### config.mk
export PLATFORM = sky130hd
export DESIGN_NAME = qgemm_scale_sched_flat
export DESIGN_NICKNAME = d
export VERILOG_FILES = /design/src/rtl/qgemm_scale_sched_pkg.sv /design/src/rtl/qgemm_scale_sched_if.sv /design/src/rtl/qgemm_sat_cnt.sv /design/src/rtl/qgemm_scale_sched.sv /design/src/flat_wrapper.sv
export SDC_FILE = /design/constraint.sdc
export NUM_CORES = 1
export LEC_CHECK = 0
export ABC_AREA = 0
export CORE_ASPECT_RATIO = 0.8
export CORE_UTILIZATION = 45
export CTS_CLUSTER_DIAMETER = 200
export DETAILED_ROUTE_END_ITERATION = 8
export PLACE_DENSITY = 0.69
export SKIP_LAST_GASP = 1
export SLEW_MARGIN = 20
export SYNTH_ARGS = -nofsm -noshare
export SYNTH_HDL_FRONTEND = slang
export SYNTH_SLANG_ARGS = --single-unit
### constraint.sdc
create_clock -name clk -period 2.7 [get_ports clk]
set_input_delay 0.54 -clock clk [delete_from_list [all_inputs] [get_ports clk]]
set_output_delay 0.54 -clock clk [all_outputs]
set_load 0.005 [all_outputs]
### src/rtl/qgemm_scale_sched_pkg.sv
// Shared definitions for the quantized-GEMM scale sequencer: FSM encoding,
// default widths and a small elaboration-time helper.
package qgemm_scale_sched_pkg;

  localparam int CNT_W_DEF   = 8;
  localparam int STALL_W_DEF = 16;

  typedef enum logic [2:0] {
    ST_IDLE     = 3'd0,
    ST_ISSUE    = 3'd1,
    ST_WAIT_ACC = 3'd2,
    ST_DEQ      = 3'd3,
    ST_FIN      = 3'd4
  } state_t;

  // Ceiling log2 for sizing indices from element counts.
  function automatic int clog2(input int value);
    int result;
    result = 0;
    while ((1 << result) < value) result++;
    return result;
  endfunction

endpackage

### src/rtl/qgemm_scale_sched_if.sv
// Bundle of every handshake between the scale sequencer and its neighbours:
// command front end, accumulator array, scale FIFO read port and dequant.
// The master modport is the sequencer; slave is the surrounding datapath.
interface qgemm_scale_sched_if
  import qgemm_scale_sched_pkg::*;
#(
  parameter int CNT_W   = CNT_W_DEF,
  parameter int STALL_W = STALL_W_DEF
);

  logic               cmd_valid_i;
  logic               cmd_ready_o;
  logic [CNT_W-1:0]   cmd_ktiles_i;
  logic [CNT_W-1:0]   cmd_otiles_i;
  logic               abort_i;
  logic               acc_start_o;
  logic               acc_first_o;
  logic               acc_last_o;
  logic               acc_done_i;
  logic               fifo_rd_valid_i;
  logic               fifo_rd_ready_o;
  logic               fifo_flush_o;
  logic               deq_valid_o;
  logic               deq_ready_i;
  logic               busy_o;
  logic               done_o;
  logic               aborted_o;
  logic [STALL_W-1:0] stall_cnt_o;

  modport master (
    input  cmd_valid_i, cmd_ktiles_i, cmd_otiles_i, abort_i,
           acc_done_i, fifo_rd_valid_i, deq_ready_i,
    output cmd_ready_o, acc_start_o, acc_first_o, acc_last_o,
           fifo_rd_ready_o, fifo_flush_o, deq_valid_o,
           busy_o, done_o, aborted_o, stall_cnt_o
  );

  modport slave (
    output cmd_valid_i, cmd_ktiles_i, cmd_otiles_i, abort_i,
           acc_done_i, fifo_rd_valid_i, deq_ready_i,
    input  cmd_ready_o, acc_start_o, acc_first_o, acc_last_o,
           fifo_rd_ready_o, fifo_flush_o, deq_valid_o,
           busy_o, done_o, aborted_o, stall_cnt_o
  );

endinterface

### src/rtl/qgemm_sat_cnt.sv
// Generic saturating up-counter with synchronous clear; clear wins over
// increment, and the count sticks at all-ones instead of wrapping.
module qgemm_sat_cnt #(
  parameter int WIDTH = 16
) (
  input  logic             clk,
  input  logic             rst,
  input  logic             clr,
  input  logic             inc,
  output logic [WIDTH-1:0] cnt
);

  localparam logic [WIDTH-1:0] cnt_max = '1;

  // Count register: reset/clear to zero, otherwise step until saturated.
  always_ff @(posedge clk) begin
    if (rst) begin
      cnt <= '0;
    end else if (clr) begin
      cnt <= '0;
    end else if (inc && (cnt != cnt_max)) begin
      cnt <= cnt + 1'b1;
    end
  end

endmodule

### src/rtl/qgemm_scale_sched.sv
// Tile sequencer: runs K accumulate passes per output tile, then hands one
// scale-FIFO entry to dequant per tile, and reports done or aborted.
module qgemm_scale_sched
  import qgemm_scale_sched_pkg::*;
#(
  parameter int CNT_W   = CNT_W_DEF,
  parameter int STALL_W = STALL_W_DEF
) (
  input  logic                clk,
  input  logic                rst,
  qgemm_scale_sched_if.master bus
);

  localparam logic [CNT_W-1:0] cnt_one = CNT_W'(1);

  state_t           state, state_nxt;
  logic [CNT_W-1:0] ktiles, otiles, k_idx, o_idx;
  logic [CNT_W-1:0] ktiles_nxt, otiles_nxt, k_idx_nxt, o_idx_nxt;
  logic             k_last, o_last;
  logic             abort_hit, abort_q;
  logic             stall_clr, stall_inc;
  logic             cmd_ready, acc_start, acc_first, acc_last;
  logic             deq_valid, fifo_rd_ready, busy, done;

  // Zero counts divert to FIN at acceptance, so these never see ktiles-1 wrap.
  assign k_last    = (k_idx == ktiles - cnt_one);
  assign o_last    = (o_idx == otiles - cnt_one);
  assign abort_hit = bus.abort_i && (state != ST_IDLE);

  // Next-state, counter updates and state-decoded outputs.
  always_comb begin
    // NOTE: every signal gets a default before the case so no path leaves one unassigned, which would infer a latch.
    state_nxt     = state;
    ktiles_nxt    = ktiles;
    otiles_nxt    = otiles;
    k_idx_nxt     = k_idx;
    o_idx_nxt     = o_idx;
    stall_clr     = 1'b0;
    stall_inc     = 1'b0;
    cmd_ready     = !rst && (state == ST_IDLE);
    acc_start     = !rst && (state == ST_ISSUE);
    acc_first     = acc_start && (k_idx == '0);
    acc_last      = acc_start && k_last;
    busy          = !rst && (state != ST_IDLE);
    done          = !rst && (state == ST_FIN) && !bus.abort_i;
    // Dequant handshake is combinational; an abort or reset suppresses the pop.
    deq_valid     = !rst && !bus.abort_i && (state == ST_DEQ) && bus.fifo_rd_valid_i;
    fifo_rd_ready = deq_valid && bus.deq_ready_i;

    unique case (state)
      ST_IDLE: begin
        if (bus.cmd_valid_i) begin
          ktiles_nxt = bus.cmd_ktiles_i;
          otiles_nxt = bus.cmd_otiles_i;
          k_idx_nxt  = '0;
          o_idx_nxt  = '0;
          stall_clr  = 1'b1;
          if ((bus.cmd_ktiles_i == '0) || (bus.cmd_otiles_i == '0)) state_nxt = ST_FIN;
          else                                                      state_nxt = ST_ISSUE;
        end
      end
      ST_ISSUE: state_nxt = ST_WAIT_ACC;
      ST_WAIT_ACC: begin
        if (bus.acc_done_i) begin
          if (k_last) begin
            state_nxt = ST_DEQ;
          end else begin
            k_idx_nxt = k_idx + cnt_one;
            state_nxt = ST_ISSUE;
          end
        end
      end
      ST_DEQ: begin
        stall_inc = !bus.fifo_rd_valid_i;
        if (fifo_rd_ready) begin
          k_idx_nxt = '0;
          if (o_last) begin
            state_nxt = ST_FIN;
          end else begin
            o_idx_nxt = o_idx + cnt_one;
            state_nxt = ST_ISSUE;
          end
        end
      end
      ST_FIN:  state_nxt = ST_IDLE;
      default: state_nxt = ST_IDLE;
    endcase

    if (abort_hit) state_nxt = ST_IDLE;
  end

  // State, tile counters and the registered abort pulse.
  always_ff @(posedge clk) begin
    // NOTE: sequential state uses non-blocking assignment so every flop samples pre-edge values.
    if (rst) begin
      state   <= ST_IDLE;
      ktiles  <= '0;
      otiles  <= '0;
      k_idx   <= '0;
      o_idx   <= '0;
      abort_q <= 1'b0;
    end else begin
      state   <= state_nxt;
      ktiles  <= ktiles_nxt;
      otiles  <= otiles_nxt;
      k_idx   <= k_idx_nxt;
      o_idx   <= o_idx_nxt;
      abort_q <= abort_hit;
    end
  end

  qgemm_sat_cnt #(.WIDTH(STALL_W)) u_stall_cnt (
    .clk (clk),
    .rst (rst),
    .clr (stall_clr),
    .inc (stall_inc),
    .cnt (bus.stall_cnt_o)
  );

  assign bus.cmd_ready_o     = cmd_ready;
  assign bus.acc_start_o     = acc_start;
  assign bus.acc_first_o     = acc_first;
  assign bus.acc_last_o      = acc_last;
  assign bus.deq_valid_o     = deq_valid;
  assign bus.fifo_rd_ready_o = fifo_rd_ready;
  assign bus.fifo_flush_o    = abort_q && !rst;
  assign bus.aborted_o       = abort_q && !rst;
  assign bus.busy_o          = busy;
  assign bus.done_o          = done;

endmodule

### src/flat_wrapper.sv
// flat-port wrapper written by rule: the top's interface ports become plain ports
module qgemm_scale_sched_flat import qgemm_scale_sched_pkg::*;
#(
  parameter int CNT_W   = CNT_W_DEF,
  parameter int STALL_W = STALL_W_DEF
)
  (clk, rst, bus_cmd_valid_i, bus_cmd_ktiles_i, bus_cmd_otiles_i, bus_abort_i, bus_acc_done_i, bus_fifo_rd_valid_i, bus_deq_ready_i, bus_cmd_ready_o, bus_acc_start_o, bus_acc_first_o, bus_acc_last_o, bus_fifo_rd_ready_o, bus_fifo_flush_o, bus_deq_valid_o, bus_busy_o, bus_done_o, bus_aborted_o, bus_stall_cnt_o);
  qgemm_scale_sched_if #(.CNT_W(CNT_W), .STALL_W(STALL_W)) bus_i ();
  input  logic clk;
  input  logic rst;
  input wire logic [$bits(bus_i.cmd_valid_i)-1:0] bus_cmd_valid_i;
  input wire logic [$bits(bus_i.cmd_ktiles_i)-1:0] bus_cmd_ktiles_i;
  input wire logic [$bits(bus_i.cmd_otiles_i)-1:0] bus_cmd_otiles_i;
  input wire logic [$bits(bus_i.abort_i)-1:0] bus_abort_i;
  input wire logic [$bits(bus_i.acc_done_i)-1:0] bus_acc_done_i;
  input wire logic [$bits(bus_i.fifo_rd_valid_i)-1:0] bus_fifo_rd_valid_i;
  input wire logic [$bits(bus_i.deq_ready_i)-1:0] bus_deq_ready_i;
  output wire logic [$bits(bus_i.cmd_ready_o)-1:0] bus_cmd_ready_o;
  output wire logic [$bits(bus_i.acc_start_o)-1:0] bus_acc_start_o;
  output wire logic [$bits(bus_i.acc_first_o)-1:0] bus_acc_first_o;
  output wire logic [$bits(bus_i.acc_last_o)-1:0] bus_acc_last_o;
  output wire logic [$bits(bus_i.fifo_rd_ready_o)-1:0] bus_fifo_rd_ready_o;
  output wire logic [$bits(bus_i.fifo_flush_o)-1:0] bus_fifo_flush_o;
  output wire logic [$bits(bus_i.deq_valid_o)-1:0] bus_deq_valid_o;
  output wire logic [$bits(bus_i.busy_o)-1:0] bus_busy_o;
  output wire logic [$bits(bus_i.done_o)-1:0] bus_done_o;
  output wire logic [$bits(bus_i.aborted_o)-1:0] bus_aborted_o;
  output wire logic [$bits(bus_i.stall_cnt_o)-1:0] bus_stall_cnt_o;
  assign bus_i.cmd_valid_i = bus_cmd_valid_i;
  assign bus_i.cmd_ktiles_i = bus_cmd_ktiles_i;
  assign bus_i.cmd_otiles_i = bus_cmd_otiles_i;
  assign bus_i.abort_i = bus_abort_i;
  assign bus_i.acc_done_i = bus_acc_done_i;
  assign bus_i.fifo_rd_valid_i = bus_fifo_rd_valid_i;
  assign bus_i.deq_ready_i = bus_deq_ready_i;
  assign bus_cmd_ready_o = bus_i.cmd_ready_o;
  assign bus_acc_start_o = bus_i.acc_start_o;
  assign bus_acc_first_o = bus_i.acc_first_o;
  assign bus_acc_last_o = bus_i.acc_last_o;
  assign bus_fifo_rd_ready_o = bus_i.fifo_rd_ready_o;
  assign bus_fifo_flush_o = bus_i.fifo_flush_o;
  assign bus_deq_valid_o = bus_i.deq_valid_o;
  assign bus_busy_o = bus_i.busy_o;
  assign bus_done_o = bus_i.done_o;
  assign bus_aborted_o = bus_i.aborted_o;
  assign bus_stall_cnt_o = bus_i.stall_cnt_o;
  qgemm_scale_sched #(.CNT_W(CNT_W), .STALL_W(STALL_W)) u_core (.clk(clk), .rst(rst), .bus(bus_i));
endmodule
## Yosys cells after proc, flatten, opt, wreduce, memory -nomap -nowiden

Cells that the tools add are included.

| storage, ports and cells | value |
|---|---|
| bits of input ports | 23 |
| output and inout port bits | 26 |
| register bits after elaboration | 52 |

| operators by class | value |
|---|---|
| multiplexer cells | 18 |
| equal/unequal tests | 12 |
| $add $sub $neg | 5 |
| reductions and logical operators | 31 |

Operator list:

| cell | number |
|---|---|
| 8-bit 2-to-1 mux | 6 |
| 8-bit logical NOT | 3 |
| 8-bit one-hot mux with 3 select lines | 1 |
| 16-bit by 1-bit adder with 16-bit output (second input constant) | 1 |
| 8-bit by 1-bit adder with 8-bit output (second input constant) | 2 |
| 8-bit == test | 2 |
| 16-bit != test (second input constant) | 1 |
| 8-bit one-hot mux with 2 select lines | 1 |
| 8-bit by 1-bit subtractor with 8-bit output (second input constant) | 2 |
| 3-bit 2-to-1 mux | 5 |
| 1-bit logical AND | 14 |
| 3-bit one-hot mux with 4 select lines | 1 |
| 2-bit != test (second input constant) | 5 |
| 3-bit by 2-bit == test with 1-bit output (second input constant) | 2 |
| 3-bit nonzero test | 2 |
| 5-bit AND reduction | 1 |
| 4-bit AND reduction | 1 |
| 2-bit OR reduction | 2 |
| 3-bit by 1-bit == test with 1-bit output (second input constant) | 1 |
| 3-bit == test (second input constant) | 1 |
| 1-bit logical NOT | 3 |
| 3-bit logical NOT | 1 |
| 1-bit 2-to-1 mux | 3 |
| 3-bit AND reduction | 1 |
| 4 further kinds | 4 |

## Depth between registers and ports, before layout

Gate-level depths: netlist (run 1).

| logic depth | value |
|---|---|
| depth in word-level cells | 7 |
| gate-level depth with buffers | 10 |
| depth with buffers taken out | 9 |

## Hierarchy

From an unflattened synthesis (run 1), not the netlist that was laid out.

| second synthesis, totals | value |
|---|---|
| cells, all modules | 396 |
| area, all modules | 3,283.1 um^2 |

Modules (own cells, without submodules):

| module | cells each | sequential area each (um^2) | instances | area each (um^2) |
|---|---|---|---|---|
| qgemm_scale_sched | 294 | 720.7 | 1 | 2,366.0 |
| qgemm_sat_cnt | 102 | 320.3 | 1 | 917.1 |

## Worst setup path before layout (run 1)

Ideal clock, no wire load.

| timing path | value |
|---|---|
| path kind | flip-flop to flip-flop |
| start point | register u_core.otiles[2] |
| end point | register u_core.o_idx[5] |
| library setup time | 70 ps |
| cell stages (with the launch flop) | 9 |
| buffers on the path | 1 |
| slack | 224 ps |
| data arrival time | 2,406 ps |
| required time | 2,630 ps |
| path through | dfxtp_1 buf_6 or4_4 o211a_1 a311o_1 o211a_1 nand2b_4 or4_1 a21oi_1 |

| on the way | value |
|---|---|
| cells in the longest elaborated chain, start to end | 4 |

RTL lines:

| element | line | source |
|---|---|---|
| start, declared | qgemm_scale_sched.sv:17 | `logic [CNT_W-1:0] ktiles, otiles, k_idx, o_idx;` |
| start signal, assigned | qgemm_scale_sched.sv:105 | `otiles <= otiles_nxt;` |
| 8-bit by 1-bit subtractor with 8-bit output | qgemm_scale_sched.sv:27 | `assign o_last = (o_idx == otiles - cnt_one);` |
| 8-bit == test | qgemm_scale_sched.sv:27 |  |
| 2-bit != test (no line) | - |  |
| 4-bit AND reduction (no line) | - |  |
| end signal, assigned | qgemm_scale_sched.sv:107 | `o_idx <= o_idx_nxt;` |
| end, declared | qgemm_scale_sched.sv:17 |  |

Every way passes these cells.
A chain may end at the register's enable or synchronous reset.

## Worst setup path in the final report (run 1)

| timing path | value |
|---|---|
| start point | input port bus_abort_i |
| end point | output port bus_fifo_rd_ready_o |

| on the way | value |
|---|---|
| cells in the longest elaborated chain, start to end | 5 |

RTL lines:

| element | line | source |
|---|---|---|
| start, declared | flat_wrapper.sv:14 | `input wire logic [$bits(bus_i.abort_i)-1:0] bus_abort_i;` |
| 1-bit logical NOT | qgemm_scale_sched.sv:47 | `deq_valid = !rst && !bus.abort_i && (state == ST_DEQ) && bus.fifo_rd_valid_i;` |
| 1-bit logical AND (3 in series) | qgemm_scale_sched.sv:47 |  |
| 1-bit logical AND | qgemm_scale_sched.sv:48 | `fifo_rd_ready = deq_valid && bus.deq_ready_i;` |
| end, declared | flat_wrapper.sv:22 | `output wire logic [$bits(bus_i.fifo_rd_ready_o)-1:0] bus_fifo_rd_ready_o;` |

Every way passes these cells.

==> results of run 1 <==
where the power goes:
part	switching, uW	total, uW	internal [uW]
Clock	273	548	275
Sequential	31.3	828	797
Combinational	220	437	217
what timing repair did:
item / CTS / global route
resized for setup: 10 / 5
endpoints found under the setup margin: 3 / 3
hold buffers: 0 / 0
cloned: 0 / 1
hold endpoints to repair: 0 / 0
buffers inserted: 2 / 0
pin swaps: 4 / 2
logic make-up (layout without fill, tap and decap cells):
| logic type | count (synthesis) | after routing |
|---|---|---|
| xor gates and xnor gates | 27 | 27 |
| buffers and inverters | 32 | 102 |
| AOI/OAI and AO/OA | 80 | 80 |
| DFF | 52 | 52 |
| and+or+nand+nor | 174 | 175 |
| muxes | 3 | 3 |
| adders and majority gates | 6 | 6 |
stage by stage:
| stage | hold slack [ns] | setup slack [ns] | cell area [sq um] | setup TNS (ns) |
|---|---|---|---|---|
| 2_1_floorplan | 0.449 | 0.224 | 2900 | 0 |
| 3_3_place_gp | 0.478 | -0.0429 | 3630 | -0.0787 |
| 3_5_place_dp | 0.490 | -0.0652 | 3630 | -0.221 |
| 4_1_cts | 0.490 | 0.0797 | 3790 | 0 |
| 5_1_grt | 0.513 | -0.00796 | 3840 | -0.00796 |
| 6_report | 0.491 | 0.0915 | 3840 | 0 |
critical path, stage by stage:
cell and delay [ns]:
clkdlybuf4s50_1 0.47, nor3_1 0.20, buf_4 0.15, nand4_1 0.10, inv_1 0.10, clkdlybuf4s50_1 0.50
worst max-delay path by stage:
stage	from	end	slack (ns)	cells after the start
global placement	u_core.ktiles[2]	bus_acc_last_o	-0.04	6
detailed placement	rst	u_core.k_idx[7]	-0.07	9
global route	u_core.ktiles[1]	bus_acc_last_o	-0.008	8
CTS	bus_abort_i	bus_fifo_rd_ready_o	0.08	6
floorplan	u_core.otiles[2]	u_core.o_idx[5]	0.22	8
finish	bus_abort_i	bus_fifo_rd_ready_o	0.09	6
final cells by class:
cell class / count / area (sq um)
Fill cell: 548 / 2230
Multi-Input combinational cell: 291 / 1810
Sequential cell: 52 / 1040
Timing Repair Buffer: 80 / 718
Tap cell: 81 / 101
Clock buffer: 5 / 68.8
Inverter: 14 / 52.6
Clock inverter: 3 / 42.5
cell usage in the layout (no fill, tap or decap), types with 8 or more instances in the layout:
cell,instances
buf_4,32
nand4_1,11
o21ai_0,16
clkdlybuf4s50_1,46
a21oi_1,39
xor2_1,12
nand2_1,53
nor2_1,26
or3_1,13
nor4_1,10
dfxtp_1,50
and3_1,8
xnor2_1,15
nand3_1,13
inv_1,14
registers in the layout, indices dropped and copies added (netlist names):
name,count
u_core.abort_q,1
u_core.k_idx,8
u_core.ktiles,8
u_core.o_idx,8
u_core.otiles,8
u_core.state,3
u_core.u_stall_cnt.cnt,16
metal layers:
| layer | vias to the layer above | wire length (microns) | global-route usage |
|---|---|---|---|
| met1 | 1395 | 3800 | 0.321 |
| met5 | - | 0 | 0 |
| li1 | 1471 | - | - |
| met3 | 8 | 289 | 0.0435 |
| met4 | 0 | 87 | 0.0625 |
| met2 | 45 | 3280 | 0.358 |
==> Flow_metrics.wiki, run 1 <==
{| class="wikitable"
! Metric !! Value
|-
| Critical register-to-register path endpoint || u_core.o_idx[5]
|-
| Clock transition at the registers of the reported paths || 0.09 ns
|-
| Final worst path period share || 0.966
|-
| Most numerous cell in the Yosys netlist || nand2_1
|-
| Startpoint types || primary input
|-
| Final setup vio count || 0
|-
| Cell depth of the worst flop-to-flop path || 7
|-
| Ratio of total power to cell area || about 470 mW/mm^2
|-
| Count of port buffers added during placement || 48
|-
| Max-cap check violation count || 0
|-
| Die Wd || a little over 90 microns
|-
| Pin count of the biggest net entering global routing || 21
|-
| Peak supply drop || ~270 uV
|-
| Wire length of the first global-routing pass || 12300 microns
|-
| Average cell area after synthesis || 7.76 sq um
|-
| Number of primary I/O pins || a little under 50
|-
| CTS max path bufs || 2
|-
| Layout Cells excl Fill || approximately 530
|-
| Final WL || approximately 7500 microns
|-
| Net Count, Synth || 403
|-
| Maximum net fanout on the critical path || 4
|-
| Initial standard-cell utilization of the core || 0.479
|-
| Die Y || about 74 microns
|-
| Net total in the final layout || between 400 and 500
|-
| First-pass iteration count of the detailed router || 4
|-
| Top cell types by occurrence after synthesis || nand2_1, dfxtp_1, a21oi_1
|-
| Routed via count || just under 3000
|-
| Core utilization of the finished layout || 0.632
|-
| Async set-or-reset flop fraction in the synthesized netlist || 0
|-
| Kind of capture point of the worst setup path || output port
|-
| DR iter-0 viols || 145
|-
| Area fraction in and, or, nand and nor cells after synthesis || 0.314
|-
| Main combinational cell family by area after synthesis || simple AND/OR/NAND/NOR gates
|-
| Unrepaired setup endpoints after global routing || yes
|-
| Synth Area in Compound Gates || 0.165
|-
| Xor/xnor cell area share of the yosys netlist || 0.0814
|-
| Fraction of final layout cells sized beyond drive strength 1 || 0.135
|-
| Post-synthesis sequential area ratio || 0.358
|-
| CTS tree || done
|-
| Path type of the worst min-delay path || reg -> reg
|-
| Final critical delay including setup and external delays || 2.61 ns
|-
| Reg-to-reg critical path startpoint || u_core.otiles[0]
|-
| CP arrival || ~2.1 ns
|-
| Initial antenna violation count || 0
|-
| Maximum level of the CTS H-tree || 2
|-
| Post-synthesis cell count || around 370
|-
| Outcome || complete, no violations
|-
| Hold endpoint || u_core.ktiles[1]
|-
| Via count of the first global-routing pass || around 2600
|-
| Layout overhead on the synthesized area || 32.1%
|-
| Core ar. || about 0.006 sq mm
|-
| Detailed-route DRC error count || 0
|-
| ANT cells || 0
|-
| Area of the die || roughly 0.0068 sq mm
|-
| Min-Delay Startpoint || u_core.ktiles[1]
|-
| Number of placed instances with taps included || 515
|-
| Mux contribution to synthesized area || 0.0103
|-
| Final Hold Violating Endpoints || 0
|-
| Number of sinks driven by the clock tree || 52
|-
| Kind of critical path || in -> out
|-
| Worst-margin pin slew || around 0.43 ns
|-
| Most area-hungry cell type in the Yosys netlist || dfxtp_1
|-
| Synthesis Warnings || 0
|-
| Number of distinct library cells after synthesis || slightly above 50
|-
| Worst-skew pair later-pin latency || just over 0.3 ns
|-
| Top flip-flop cell by instance count after synthesis || dfxtp_1
|-
| Leakage power || about 0.0014 uW
|-
| HPWL after detailed placement || approximately 5500 microns
|-
| Number of synthesized register bits || 52
|-
| F_max || between 300 and 400 MHz
|-
| Aggregate global routing overflow || 0
|-
| Area fraction of the dominant cell type after synthesis || 0.358
|-
| Number of vias per cell || between 5 and 6
|-
| Average wire length per cell after detail routing || about 14 microns
|-
| Num CTS Buffers || 5
|-
| Post-Syn Area || a little under 0.003 sq mm
|-
| Max-slew headroom at the worst pin || 0.714
|-
| Final Max Tran Viols || 0
|-
| Overall power || roughly 1800 uW
|-
| Root Driver || clkbuf_8
|-
| Worst endpoint required time || 2.16 ns
|-
| Standard-cell row count || 25
|-
| Setup slack on the worst flop-to-flop path || approximately 0.13 ns
|-
| Total Routing Usage GR || 0.228
|-
| Routability cong. || roughly 0.89
|-
| Top area cells in the synthesized netlist || dfxtp_1, nand2_1, a21oi_1
|-
| Setup Skew || between 0.007 and 0.008 ns
|-
| Post-synthesis share of cell area spent on full adders, half adders and majority gates || 0.0259
|-
| Number of nets with antenna violations after routing || 0
|-
| Number of cells on the worst hold path || 2
|-
| Number of synthesized flops with an enable pin || 0
|}
No activity file was read; power rests on OpenSTA's default activity.
==> inputs of run 2 (changes only) <==
REMOVE_ABC_BUFFERS = 1   (was default)
==> run 2 against run 1 <==
Net effect:
- clock skew shrank 0.0026 ns
- via count is 2.2% lower
- die area did not move
- non-clock buffer count decreased by 1
- global-route usage increased by 0.085 points
- critical path type is now reg -> out
==> Flow_metrics.wiki, run 2 (synthesized netlist as in run 1, its figures left out) <==
{| class="wikitable"
! Metric !! Value
|-
| Max-slew headroom at the worst pin || 0.646 (was 0.714)
|-
| Leakage power || 0.00137 uW (about the same)
|-
| Ratio of total power to cell area || 469 mW/mm^2 (was 473 mW/mm^2)
|-
| Final critical delay including setup and external delays || 2.61 ns (about the same)
|-
| Number of primary I/O pins || 49 (unchanged)
|-
| Final Max Tran Viols || 0 (unchanged)
|-
| CTS tree || done (unchanged)
|-
| Dpl ws || -0.137 ns (was -0.0652 ns)
|-
| Maximum net fanout on the critical path || 5 (was 4)
|-
| Number of sinks driven by the clock tree || 52 (unchanged)
|-
| Die Y || 73.9 microns (unchanged)
|-
| Area of combinational cells with multiple inputs || 0.00179 sq mm (was 0.00181 sq mm)
|-
| Max stage delay on crit path || 0.35 ns (was 0.50 ns)
|-
| Fill cell count || 554 (was 548)
|-
| Total non-filler cell area in the finished layout || 0.00381 sq mm (was 0.00384 sq mm)
|-
| Number of nets with antenna violations after routing || 0 (unchanged)
|-
| HPWL after detailed placement || 5440 microns (was 5470 microns)
|-
| Standard-cell row count || 25 (unchanged)
|-
| Worst-skew pair later-pin latency || 0.31 ns (about the same)
|-
| Register bank with the most flops || u_core.u_stall_cnt.cnt (unchanged)
|-
| Total Routing Usage GR || 0.229 (was 0.228)
|-
| Average wire length per cell after detail routing || 14.4 microns (was 14.2 microns)
|-
| Count of port buffers added during placement || 48 (unchanged)
|-
| Die Wd || 91.8 microns (unchanged)
|-
| Kind of capture point of the worst setup path || output port (unchanged)
|-
| Core utilization of the finished layout || 0.628 (was 0.632)
|-
| Core ar. || 0.00607 sq mm (unchanged)
|-
| Routability cong. || 0.843 (was 0.887)
|-
| First-pass iteration count of the detailed router || 4 (unchanged)
|-
| Initial standard-cell utilization of the core || 0.479 (unchanged)
|-
| Critical Path Slowest Stage Cell || dfxtp_2 (was clkdlybuf4s50_1)
|-
| Clock transition at the registers of the reported paths || 0.09 ns (about the same)
|-
| Setup Skew || 0.00533 ns (was 0.00797 ns)
|-
| Area of the die || 0.00678 sq mm (unchanged)
|-
| Most common cell after layout, fill and taps aside || nand2_1 (unchanged)
|-
| Layout overhead on the synthesized area || 31.2% (was 32.1%)
|-
| Net total in the final layout || 471 (was 473)
|-
| Cells along the critical path || inv_1 -> ha_4 -> buf_4 -> nand3_1 -> a221oi_2 -> a41oi_1 -> a31oi_1 -> and3_1 -> clkdlybuf4s15_1 (was clkdlybuf4s50_1 -> nor3_1 -> buf_4 -> nand4_1 -> inv_1 -> clkdlybuf4s50_1)
|-
| Outcome || complete, no violations (unchanged)
|-
| DR iter-0 viols || 135 (was 145)
|-
| CP arrival || 2.07 ns (about the same)
|-
| Kind of critical path || reg -> out (was in -> out)
|-
| Detailed-route DRC error count || 0 (unchanged)
|-
| Final Hold Violating Endpoints || 0 (unchanged)
|-
| Root Driver || clkbuf_8 (unchanged)
|-
| Final worst path period share || 0.966 (about the same)
|-
| Flip-flop count of the largest register after layout || 16 (unchanged)
|-
| Wire length of the first global-routing pass || 12300 microns (about the same)
|-
| Worst endpoint required time || 2.16 ns (about the same)
|-
| ANT cells || 0 (unchanged)
|-
| Most frequent cells in the layout || nand2_1, dfxtp_1, clkdlybuf4s50_1 (unchanged)
|-
| Aggregate negative setup slack || 0 ns (unchanged)
|-
| Via count of the first global-routing pass || 2649 (was 2622)
|-
| Pin count of the biggest net entering global routing || 22 (was 21)
|-
| F_max || 383 MHz (about the same)
|-
| Final setup vio count || 0 (unchanged)
|-
| Routed via count || 2855 (was 2919)
|-
| Startpoint types || flip-flop (was primary input)
|-
| Peak supply drop || 259 uV (was 271 uV)
|-
| Unrepaired setup endpoints after global routing || yes (unchanged)
|-
| Worst-margin pin slew || 0.527 ns (was 0.429 ns)
|-
| Area occupied by registers || 0.00104 sq mm (unchanged)
|-
| Initial antenna violation count || 0 (unchanged)
|-
| Max-cap check violation count || 0 (unchanged)
|-
| Number of vias per cell || 5.45 (was 5.55)
|-
| Slack of the critical path || 0.0916 ns (was 0.0915 ns)
|-
| Maximum level of the CTS H-tree || 2 (unchanged)
|-
| Final WL || 7540 microns (was 7460 microns)
|-
| Aggregate global routing overflow || 0 (unchanged)
|-
| Num CTS Buffers || 5 (unchanged)
|-
| Path type of the worst min-delay path || reg -> reg (unchanged)
|-
| CTS max path bufs || 2 (unchanged)
|-
| Fraction of final layout cells sized beyond drive strength 1 || 0.129 (was 0.135)
|-
| Instance area after placement || 0.00359 sq mm (was 0.00363 sq mm)
|}
## run 2: cell types whose count changed in the layout (fill, tap and decap cells not counted), sizes merged
cell	previous run	this run
nand2b	6	5
clkbuf	5	6
buf	32	31
clkinvlp	1	0
clkdlybuf4s15	0	1
dlygate4sd2	2	1
## run 2: repair_timing
item                                    CTS  global route
resized for setup                        11             5
hold buffers                              0             0
buffers inserted                          2             4
cloned                                    0             0
pin swaps                                 5             3
endpoints found under the setup margin    2             5
## run 2: worst max-delay path, delay by kind of cell (launching register included)
kind            cells  cell delay, ns
compound gates      3            0.57
fa+ha+maj           1            0.16
buf+inv             3            0.39
flops               1            0.35
simple gates        2            0.29
## run 2: cell type report
class,count,share of cell area
repair buffers,79,0.187
flip-flops and latches,52,0.274
clock inverters,2,0.00920
multi-input cells,290,0.470
inverters,14,0.0138
clock buffers,6,0.0191
well taps,81,0.0266
## run 2: where the power goes
part	switching [uW]	internal, uW	total [uW]
Combinational	213	211	423
Clock	260	276	536
Sequential	31.4	797	828
## run 2: stage by stage
stage | total power (uW) | cells | hold slack (ns)
6_report | 1790 | 524 | 0.498
2_1_floorplan | 1070 | 356 | 0.443
5_1_grt | 1880 | 524 | 0.531
4_1_cts | 1790 | 520 | 0.492
3_5_place_dp | 1240 | 510 | 0.482
3_3_place_gp | 1230 | 510 | 0.478
## run 2: routing by layer
layer  vias up  global-route usage  part of all wire
li1       1461                   -                 -
met3         9              0.0393             0.052
met2        68               0.382              0.45
met1      1317               0.308              0.49
met5         -                   0                 0
met4         0              0.0642             0.011
## run 2: final timing paths
| check | start | endpoint | slack, ns | cells past startpoint |
|---|---|---|---|---|
| worst max-delay path | u_core.ktiles[0] | bus_acc_last_o | 0.09 | 9 |
| worst min register to register | u_core.ktiles[1] | u_core.ktiles[1] | 0.50 | 2 |
| worst max register to register | u_core.otiles[0] | u_core.o_idx[7] | 0.11 | 7 |
| worst min-delay path | u_core.ktiles[1] | u_core.ktiles[1] | 0.50 | 2 |
